===== src/rtl/abc_stim_pkg.sv =====
// Shared types and constants for the a/b/c stimulus sequencer.
package abc_stim_pkg;
    typedef enum logic [1:0] {IDLE, DRIVE, DONE} state_t;
    localparam int NUM_PATTERNS = 8;
    localparam int IDX_W        = $clog2(NUM_PATTERNS);
endpackage


===== src/rtl/abc_stim_seq_hold_counter.sv =====
// Per-pattern hold counter: counts 0..HOLD_CYCLES-1 while enabled, flags the last cycle.
module hold_counter
    import abc_stim_pkg::*;
#(
    parameter int HOLD_CYCLES = 10
) (
    input  logic clk,
    input  logic rst,
    input  logic clear,
    input  logic enable,
    output logic last
);
    localparam int            CW       = (HOLD_CYCLES > 1) ? $clog2(HOLD_CYCLES) : 1;
    localparam logic [CW-1:0] LAST_CNT = CW'(HOLD_CYCLES - 1);

    logic [CW-1:0] r_count;

    always_ff @(posedge clk or posedge rst) begin
        if (rst) begin
            r_count <= '0;
        end else if (clear) begin
            r_count <= '0;
        end else if (enable) begin
            if (r_count == LAST_CNT) r_count <= '0;
            else                     r_count <= r_count + 1'b1;
        end
    end

    assign last = (r_count == LAST_CNT);
endmodule


===== src/rtl/abc_stim_seq.sv =====
// Steps {a,b,c} through 000..111, holding each pattern HOLD_CYCLES cycles,
// with a settle strobe on the last hold cycle for a downstream capture stage.
//
// state | meaning
// IDLE  | waiting for start, idx 000, nothing driven live
// DRIVE | patterns live, hold counter running
// DONE  | pass complete, idx holds 111, done sticky until start/stop/rst
module abc_stim_seq
    import abc_stim_pkg::*;
#(
    parameter int HOLD_CYCLES = 10
) (
    input  logic       clk,
    input  logic       rst,
    input  logic       start,
    input  logic       stop,
    input  logic       loop_en,
    input  logic       pause,
    output logic       a,
    output logic       b,
    output logic       c,
    output logic [2:0] idx,
    output logic       valid,
    output logic       sample,
    output logic       busy,
    output logic       done
);
    localparam logic [IDX_W-1:0] LAST_IDX = IDX_W'(NUM_PATTERNS - 1);

    state_t           r_state;
    logic [IDX_W-1:0] r_idx;
    logic             r_active;
    logic             r_done;
    logic             w_last;
    logic             w_clear;
    logic             w_enable;

    // Counter sits at zero outside DRIVE so every pass starts from a fresh hold.
    assign w_clear  = (r_state != DRIVE) || stop;
    assign w_enable = (r_state == DRIVE) && !pause;

    hold_counter #(.HOLD_CYCLES(HOLD_CYCLES)) u_hold (
        .clk    (clk),
        .rst    (rst),
        .clear  (w_clear),
        .enable (w_enable),
        .last   (w_last)
    );

    always_ff @(posedge clk or posedge rst) begin
        if (rst) begin
            r_state  <= IDLE;
            r_idx    <= '0;
            r_active <= 1'b0;
            r_done   <= 1'b0;
        end else if (stop) begin
            r_state  <= IDLE;
            r_idx    <= '0;
            r_active <= 1'b0;
            r_done   <= 1'b0;
        end else begin
            case (r_state)
                IDLE, DONE: begin
                    if (start) begin
                        r_state  <= DRIVE;
                        r_idx    <= '0;
                        r_active <= 1'b1;
                        r_done   <= 1'b0;
                    end
                end
                DRIVE: begin
                    if (w_last && !pause) begin
                        if (r_idx != LAST_IDX) begin
                            r_idx <= r_idx + 1'b1;
                        end else if (loop_en) begin
                            r_idx <= '0;
                        end else begin
                            r_state  <= DONE;
                            r_active <= 1'b0;
                            r_done   <= 1'b1;
                        end
                    end
                end
                default: begin
                    r_state  <= IDLE;
                    r_idx    <= '0;
                    r_active <= 1'b0;
                    r_done   <= 1'b0;
                end
            endcase
        end
    end

    assign {a, b, c} = r_idx;
    assign idx       = r_idx;
    assign valid     = r_active;
    assign busy      = r_active;
    assign done      = r_done;
    assign sample    = (r_state == DRIVE) && w_last && !pause;
endmodule


===== config.mk =====
export PLATFORM = sky130hd
export DESIGN_NAME = abc_stim_seq
export DESIGN_NICKNAME = d
export VERILOG_FILES = /design/src/rtl/abc_stim_pkg.sv /design/src/rtl/abc_stim_seq_hold_counter.sv /design/src/rtl/abc_stim_seq.sv
export SDC_FILE = /design/constraint.sdc
export NUM_CORES = 1
export LEC_CHECK = 0
export CAP_MARGIN = 40
export CORE_MARGIN = 4
export CORE_UTILIZATION = 25
export DETAILED_ROUTE_END_ITERATION = 16
export PLACE_DENSITY_LB_ADDON = 0.25
export SKIP_CTS_REPAIR_TIMING = 1
export SLEW_MARGIN = 25
export SYNTH_ARGS = -nofsm -noshare
export SYNTH_HDL_FRONTEND = slang
export SYNTH_SLANG_ARGS = --single-unit

===== constraint.sdc =====
create_clock -name clk -period 3.5 [get_ports clk]
set_input_delay 0.7 -clock clk [delete_from_list [all_inputs] [get_ports clk]]
set_output_delay 0.7 -clock clk [all_outputs]
set_load 0.01 [all_outputs]

==> results of run 1 <==
[worst max path at each step]
stage | start | end | slack [ps] | cells past startpoint
final | pause | sample | 630 | 4
after global routing | pause | sample | 590 | 4
after floorplan | pause | sample | 1390 | 3
after global placement | pause | sample | 630 | 4
after detailed placement | pause | sample | 630 | 4
after CTS | pause | sample | 620 | 4
[per-layer routing]
layer / vias to the layer above / GRT usage, % / wire length [um]
met5: - / 0 / 0
met4: 0 / 0.993 / 0
met3: 0 / 5.06 / 145
met2: 21 / 13.7 / 584
met1: 240 / 9.39 / 610
li1: 261 / - / -
[worst max-delay path: stages]
cell	delay [ps]
clkdlybuf4s50_1	420
and4bb_2	350
and3_1	160
clkdlybuf4s50_1	540
[synthesized netlist by cell type, drive strengths merged]
| cell | count |
|---|---|
| xnor2 | 1 |
| or3b | 1 |
| a21boi | 1 |
| nor2b | 2 |
| o22a | 1 |
| o211ai | 3 |
| nand2b | 2 |
| nand3b | 1 |
| nand2 | 5 |
| and3 | 1 |
| a21oi | 4 |
| nor3 | 2 |
| nor4 | 1 |
| nand3 | 3 |
| nand4bb | 1 |
| clkbuf | 1 |
| inv | 3 |
| and4bb | 1 |
| dfrtp | 9 |
| nor2 | 1 |
| nand4 | 2 |
| o311ai | 1 |
| ha | 4 |
| nor4bb | 1 |
| or4 | 1 |
| nor3b | 1 |
| buf | 4 |
| and3b | 1 |
| or3 | 2 |
| o21ai | 2 |
[registers in the layout (all words and copies together), names as in the netlist]
name and cells:
u_hold.r_count 4, idx 3, busy 1, r_state 1
[cells in the final DEF, fill, tap and decap left out, drive strengths merged]
master	synthesis	layout
nor2b	2	2
nor3b	1	1
buf	4	1
or4	1	1
nand2b	2	2
xnor2	1	1
a21boi	1	1
and3b	1	1
nor2	1	1
clkbuf	1	4
o21ai	2	2
nor4bb	1	1
nand3	3	3
and4bb	1	1
inv	3	3
dfrtp	9	9
nor4	1	1
o311ai	1	1
nand4bb	1	1
o211ai	3	3
nand3b	1	1
o22a	1	1
or3b	1	1
ha	4	4
a21oi	4	4
clkdlybuf4s50	0	15
nand4	2	2
and3	1	1
nor3	2	2
nand2	5	5
or3	2	2
[metrics by stage]
| stage | setup slack (ps) | utilization (%) | hold slack (ps) | total power, mW |
|---|---|---|---|---|
| 2_1_floorplan | 1390 | - | 528 | 0.122 |
| 3_3_place_gp | 635 | 33.6 | 544 | 0.135 |
| 3_5_place_dp | 632 | 33.6 | 552 | 0.135 |
| 4_1_cts | 623 | 34.7 | 567 | 0.219 |
| 5_1_grt | 586 | 34.7 | 586 | 0.227 |
| 6_report | 626 | 34.7 | 566 | 0.215 |
[kinds of logic after synthesis]
kind of cell             count (synthesis)  synth area share (%)
AO/OA/AOI/OAI                           12                  13.0
adder cells (fa/ha/maj)                  4                  8.37
AND/OR/NAND/NOR                         29                  32.0
flip-flops                               9                  37.7
XOR/XNOR                                 1                  1.46
buffers and inverters                    8                  7.53
[layout make-up]
type	count	area, um2
Fill cell	242	1470
Tap cell	28	35.0
Sequential cell	9	225
Timing Repair Buffer	16	158
Multi-Input combinational cell	46	328
Inverter	3	11.3
Clock buffer	4	26.3
[power by group through the flow]
| stage | sequential (mW) | combinational (mW) | clock, mW |
|---|---|---|---|
| after detailed placement | 0.110 | 0.0255 | 0 |
| final | 0.108 | 0.0254 | 0.0823 |
| after floorplan | 0.110 | 0.0126 | 0 |
| after CTS | 0.108 | 0.0258 | 0.0857 |
| after global placement | 0.110 | 0.0256 | 0 |
| after global routing | 0.108 | 0.0278 | 0.0910 |
==> flow_metrics.py, run 1 <==
metrics = {
    "run_status": {
        "status": "finished, final reports clean",
    },
    "power": {
        "pwr-share-seq_pct": 50.0,
        "p_per_area_nw_per_um2": 275,
        "clockPowerShare_pct": 38.2,
        "peakVddDrop_v": 0.000211,
        "p_int_mw": 0.163,
        "p_sw_share_pct": 24.4,
        "power_frac_comb_pct": 11.8,
        "p_sw_mw": 0.0525,
        "p_leak_nw": 0.329,
    },
    "floorplanning": {
        "core_um2": 2250,
        "dieArea_um2": 3240,
        "initial_core_util_pct": 26.5,
        "die_height_um": 56.9,
        "rows": 17,
        "die_width_um": 56.9,
        "pin_count": 16,
    },
    "sta": {
        "drv_slew": 0,
        "finalHoldViolations": 0,
        "period_share_pct": 82.1,
        "clock.fmax_mhz": 348,
        "period_needed_ps": 2870,
        "tightest_slew_ps": 562,
        "setup_violations": 0,
        "rsz0062_at_grt": "false",
        "max_slew_margin_pct": 62.3,
        "clock_skew_ps": 0.921,
        "setup_tns_ps": 0,
    },
    "grt": {
        "grt_pass1_vias": 468,
        "grt_overflow": 0,
        "antenna_found_initial": 0,
        "grt_max_degree": 11,
        "grt_pass1_wl_um": 2060,
        "grt_use_total_pct": 8.28,
    },
    "placed_design": {
        "portBuffers": 15,
        "dp_cells": 102,
        "gp_congestion": 0.742,
        "dpl_cell_area_um2": 757,
        "hpwl_um": 983,
    },
    "logic_synthesis": {
        "syn_inst": 63,
        "synth_top_area_cell": "dfrtp_1",
        "synth_seq_cells": 9,
        "synth_top_cell_area_share_pct": 37.7,
        "yosysWarnings": 0,
        "yosys-top-cells-area": "dfrtp_1 (38%), ha_1 (8.4%), buf_4 (5.0%)",
        "syn-mean-instance-area_um2": 9.49,
        "syn-num-nets": 73,
        "synth_cell_types": 30,
        "syn_area_um2": 598,
        "yosysSeqAreaShare_pct": 37.7,
    },
    "finish": {
        "nets": 89,
        "design_area_um2": 783,
        "synthToLayoutAreaGrowth_pct": 31.0,
        "drive_above_1_share_pct": 8.97,
        "final_cell_count_no_fill": 106,
        "antenna_cells": 0,
    },
    "clock_network": {
        "cts_htree_levels": 1,
        "clock-sinks": 9,
        "path_clk_slew_ps": 60,
        "clk_path_buf_depth": 2,
        "cts_tree": "built",
        "clockRootBuffer": "clkbuf_4",
        "numCtsBuffers": 3,
        "insertion_delay_ps": 260,
    },
    "critical_path": {
        "crit_path_start_kind": "input pin",
        "cp.required_ps": 2800,
        "ff2ff_path_depth": 5,
        "critPathCaptureType": "output port",
        "r2r_end": "idx[0]",
        "crit_type": "input pin to output port",
        "path_max_fanout": 4,
        "critPathArrivalTime_ps": 2170,
        "r2r_start": "u_hold.r_count[1]",
        "r2r_slack_ps": 1920,
    },
    "detailed_routing": {
        "drt_first_pass_iters": 4,
        "postRouteAntennaNets": 0,
        "finalWirelength_um": 1340,
        "viasPerCell": 4.92,
        "num_vias": 522,
        "drt_iter0_drc": 9,
        "wire_per_inst_um": 12.6,
        "drc_errors": 0,
    },
    "hold_path": {
        "hp-class": "flop to flop",
        "min_from": "idx[2]",
        "hold_end": "idx[2]",
        "min_path_cells": 2,
    },
    "run": {
        "maxCapViolations": 0,
    },
}
(Power assumes the default switching activity.)
==> run 2, diff against run 1 <==
==> constraint.sdc (replaced) <==
create_clock -name clk -period 2.3 [get_ports clk]
set_input_delay 0.46 -clock clk [delete_from_list [all_inputs] [get_ports clk]]
set_output_delay 0.46 -clock clk [all_outputs]
set_load 0.01 [all_outputs]
==> run 2 against run 1 <==
Effect of this change: critical path depth is 1 higher; combinational power is 52% higher; first-iteration DRC count is 44% lower; die area stayed put; total power is 54% higher; clock power is 58% higher; global-route usage is 0.28 points higher; critical path type is now flop to output port; critical endpoint unchanged; largest power group unchanged.
==> flow_metrics.py, run 2 (synthesized netlist as in run 1, its figures left out) <==
metrics = {
    "run": {
        "maxCapViolations": 0,
    },
    "detailed_routing": {
        "viasPerCell": 4.67,
        "finalWirelength_um": 1310,
        "drc_errors": 0,
        "postRouteAntennaNets": 0,
        "drt_first_pass_iters": 2,
        "num_vias": 500,
        "wire_per_inst_um": 12.3,
        "drt_iter0_drc": 5,
    },
    "run_status": {
        "status": "finished, final reports clean",
    },
    "clock_network": {
        "path_clk_slew_ps": 70,
        "insertion_delay_ps": 270,
        "clk_path_buf_depth": 2,
        "cts_htree_levels": 1,
        "cts_tree": "built",
        "clock-sinks": 9,
        "clockRootBuffer": "clkbuf_4",
        "numCtsBuffers": 3,
    },
    "sta": {
        "clock.fmax_mhz": 501,
        "setup_tns_ps": 0,
        "rsz0062_at_grt": "false",
        "max_slew_margin_pct": 62.9,
        "fin_ws_ps": 304,
        "clock_skew_ps": 2.23,
        "hold_slack_ps": 464,
        "finalHoldViolations": 0,
        "period_needed_ps": 2000,
        "setup_violations": 0,
        "period_share_pct": 86.8,
        "tightest_slew_ps": 552,
        "drv_slew": 0,
    },
    "critical_path": {
        "cp.required_ps": 1840,
        "critPathArrivalTime_ps": 1540,
        "crit_type": "flop to output port",
        "slowest_delay_ps": 420,
        "r2r_slack_ps": 760,
        "r2r_end": "idx[0]",
        "crit_end": "sample",
        "critPathLaunch": "u_hold.r_count[1]",
        "path_buf_inv": 2,
        "crit_cells": 5,
        "crit_chain": "inv_1, ha_2, and4bb_2, and3_1, dlymetal6s2s_1",
        "r2r_start": "u_hold.r_count[1]",
        "cp_top_family": "simple AND/OR/NAND/NOR gates",
        "cpMaxStageDelayCell": "dfrtp_1",
        "path_max_fanout": 5,
        "ff2ff_path_depth": 5,
        "critPathCaptureType": "output port",
        "crit_path_start_kind": "flop",
    },
    "finish": {
        "final_cell_mix": "clkdlybuf4s50_1 (14), dfrtp_1 (9), nand2_1 (5)",
        "nets": 90,
        "final_util_pct": 35.3,
        "multi_input_area_um2": 330,
        "synthToLayoutAreaGrowth_pct": 33.1,
        "antenna_cells": 0,
        "nFillCells": 247,
        "drive_above_1_share_pct": 11.4,
        "final_common_cell": "clkdlybuf4s50_1",
        "regMostFlops": "u_hold.r_count",
        "largest_register_ffs": 4,
        "register_area_um2": 225,
    },
    "power": {
        "peakVddDrop_v": 0.000328,
        "p_per_area_nw_per_um2": 417,
        "p_leak_nw": 0.352,
    },
    "grt": {
        "grt_use_total_pct": 8.57,
        "met3_usage_pct": 5.52,
        "grt_pass1_wl_um": 2090,
        "grt_overflow": 0,
        "busiest_layer": "met2",
        "antenna_found_initial": 0,
        "grt_max_degree": 11,
        "grt_use_met1_pct": 11.1,
        "grt_pass1_vias": 443,
        "use_met2_pct": 11.9,
    },
    "floorplanning": {
        "die_width_um": 56.9,
        "core_um2": 2250,
        "dieArea_um2": 3240,
        "pin_count": 16,
        "rows": 17,
        "die_height_um": 56.9,
        "initial_core_util_pct": 26.5,
    },
    "placed_design": {
        "hpwl_um": 967,
        "pre_cts_slack_ps": -50.0,
        "gp_congestion": 0.772,
        "portBuffers": 15,
    },
    "hold_path": {
        "hp-class": "input pin to async pin",
    },
}
[run 2: report_power, final]
group          switching (mW)  internal (mW)
Combinational          0.0179         0.0207
Clock                  0.0625         0.0672
Sequential            0.00339          0.160
[run 2: cell type report]
cell class              count  area share (%)
flip-flops and latches      9            28.3
clock buffers               4            3.30
repair buffers             17            21.1
well taps                  28            4.40
inverters                   3            1.42
multi-input cells          46            41.5
[run 2: metrics by stage]
stage	instance area, um2	power, mW	cells
2_1_floorplan	598	0.186	63
3_3_place_gp	764	0.206	103
3_5_place_dp	764	0.206	103
4_1_cts	791	0.341	107
5_1_grt	796	0.352	107
6_report	796	0.332	107
[run 2: worst min path at each step]
stage | from | to | cells past startpoint
floorplan | rst | busy | 1
global placement | idx[2] | idx[2] | 2
detailed placement | idx[2] | idx[2] | 2
CTS | rst | u_hold.r_count[1] | 2
global route | rst | u_hold.r_count[2] | 2
finish | rst | idx[0] | 2
[run 2: routing by layer]
metal,part of all wire (%),up-vias
li1,-,262
met1,51,219
met2,39,19
met3,10,0
met4,0,0
met5,0,-
==> run 3, diff against run 2 <==
--- a/config.mk
+++ b/config.mk
@@ -6,6 +6,7 @@
 export NUM_CORES = 1
 export LEC_CHECK = 0
 export CAP_MARGIN = 40
+export CORE_ASPECT_RATIO = 1.4
 export CORE_MARGIN = 4
 export CORE_UTILIZATION = 25
 export DETAILED_ROUTE_END_ITERATION = 16
==> run 3 against run 2 <==
Effect of this change: routed wire length down 1.3%; combinational power grew 4%; non-clock buffer count is 2 higher; total power shrank 1.8%; critical path type is now input pin to output port; largest power group unchanged; highest routed layer is now met4.
==> flow_metrics.py, run 3 (synthesized netlist as in run 1, its figures left out) <==
metrics = {
    "run_status": {
        "status": "finished, final reports clean",
    },
    "finish": {
        "nFillCells": 233,
        "final_cell_mix": "clkdlybuf4s50_1 (14), dfrtp_1 (8), nand2_1 (5)",
        "drive_above_1_share_pct": 14.8,
        "final_common_cell": "clkdlybuf4s50_1",
        "antenna_cells": 0,
        "largest_register_ffs": 4,
        "synthToLayoutAreaGrowth_pct": 34.5,
        "nets": 92,
        "multi_input_area_um2": 330,
        "regMostFlops": "u_hold.r_count",
        "register_area_um2": 226,
    },
    "detailed_routing": {
        "drc_errors": 0,
        "wire_per_inst_um": 12.6,
        "postRouteAntennaNets": 0,
        "drt_iter0_drc": 1,
        "num_vias": 525,
        "finalWirelength_um": 1300,
        "drt_first_pass_iters": 3,
        "viasPerCell": 5.10,
    },
    "critical_path": {
        "crit_chain": "clkdlybuf4s50_1, and4bb_2, and3_1, dlymetal6s2s_1",
        "cp_top_family": "buffers and inverters",
        "slowest_delay_ps": 480,
        "path_max_fanout": 2,
        "crit_type": "input pin to output port",
        "critPathCaptureType": "output port",
        "path_buf_inv": 2,
        "crit_path_start_kind": "input pin",
        "cp.required_ps": 1840,
        "cpMaxStageDelayCell": "clkdlybuf4s50_1",
        "critPathArrivalTime_ps": 1530,
    },
    "floorplanning": {
        "pin_count": 16,
        "dieArea_um2": 3250,
        "core_um2": 2230,
        "die_height_um": 65.9,
        "rows": 20,
        "initial_core_util_pct": 26.9,
        "die_width_um": 49.3,
    },
    "grt": {
        "antenna_found_initial": 0,
        "grt_max_degree": 11,
        "grt_use_total_pct": 9.28,
        "grt_pass1_vias": 520,
        "grt_overflow": 0,
        "grt_pass1_wl_um": 2290,
    },
    "power": {
        "power_frac_comb_pct": 12.3,
        "finalPower_mw": 0.326,
        "pwr-share-seq_pct": 50.3,
        "p_per_area_nw_per_um2": 405,
        "clockPowerShare_pct": 37.5,
        "p_sw_share_pct": 23.5,
        "p_leak_nw": 0.361,
        "p_sw_mw": 0.0767,
        "p_int_mw": 0.249,
        "peakVddDrop_v": 0.000281,
    },
    "hold_path": {
        "hp-class": "input pin to async pin",
    },
    "sta": {
        "finalHoldViolations": 0,
        "clock_skew_ps": 3.90,
        "setup_tns_ps": 0,
        "hold_slack_ps": 470,
        "drv_slew": 0,
        "period_share_pct": 86.5,
        "period_needed_ps": 1990,
        "rsz0062_at_grt": "false",
        "clock.fmax_mhz": 503,
        "tightest_slew_ps": 371,
        "max_slew_margin_pct": 75.2,
        "setup_violations": 0,
    },
    "placed_design": {
        "gp_congestion": 0.782,
        "portBuffers": 15,
        "hpwl_um": 972,
    },
    "clock_network": {
        "clk_path_buf_depth": 2,
        "cts_tree": "built",
        "clockRootBuffer": "clkbuf_4",
        "path_clk_slew_ps": 60,
        "numCtsBuffers": 3,
        "cts_htree_levels": 1,
        "insertion_delay_ps": 260,
        "clock-sinks": 9,
    },
    "run": {
        "maxCapViolations": 0,
    },
}
## run 3: cell count changes in the layout (fill, tap and decap cells not counted), sizes merged
cell  before  now
buf        2    4
## run 3: per-layer routing
layer / track usage [%] / wire length [um] / vias to the layer above / share of wire (%)
li1: - / - / 266 / -
met1: 10.9 / 567 / 246 / 44
met2: 14.6 / 658 / 11 / 51
met3: 2.48 / 58 / 2 / 4.5
met4: 6.41 / 13 / 0 / 1.0
met5: 0 / 0 / - / 0
## run 3: final timing paths
path / from / end / slack [ps] / cells past startpoint
worst max register to register: u_hold.r_count[1] / idx[0] / 780 / 5
max in group asynchronous: rst / u_hold.r_count[0] / 1550 / 2
worst max-delay path: pause / sample / 310 / 4
worst min register to register: idx[2] / idx[2] / 550 / 2
worst min-delay path: rst / r_state[1] / 470 / 2
min in group clk: idx[2] / idx[2] / 550 / 2
## run 3: power groups by stage
stage,clock (mW),sequential (mW),combinational [mW]
finish,0.122,0.164,0.0400
global route,0.137,0.165,0.0448
CTS,0.129,0.164,0.0404
detailed placement,0,0.167,0.0402
global placement,0,0.167,0.0401
floorplan,0,0.167,0.0191
## run 3: final cells by class
type                            instances  area share, %
Multi-Input combinational cell         46           41.1
Sequential cell                         9           28.1
Timing Repair Buffer                   19           22.7
Tap cell                               22           3.42
Clock buffer                            4           3.27
Inverter                                3           1.40
## run 3: stage by stage
step / std cells / setup WS (ps) / area, um2 / utilization (%)
after floorplan: 63 / 665 / 598 / -
after global placement: 98 / -55.5 / 764 / 34.3
after detailed placement: 98 / -38.3 / 764 / 34.3
after CTS: 102 / -64.0 / 791 / 35.5
after global routing: 103 / 258 / 805 / 36.1
final: 103 / 310 / 805 / 36.1
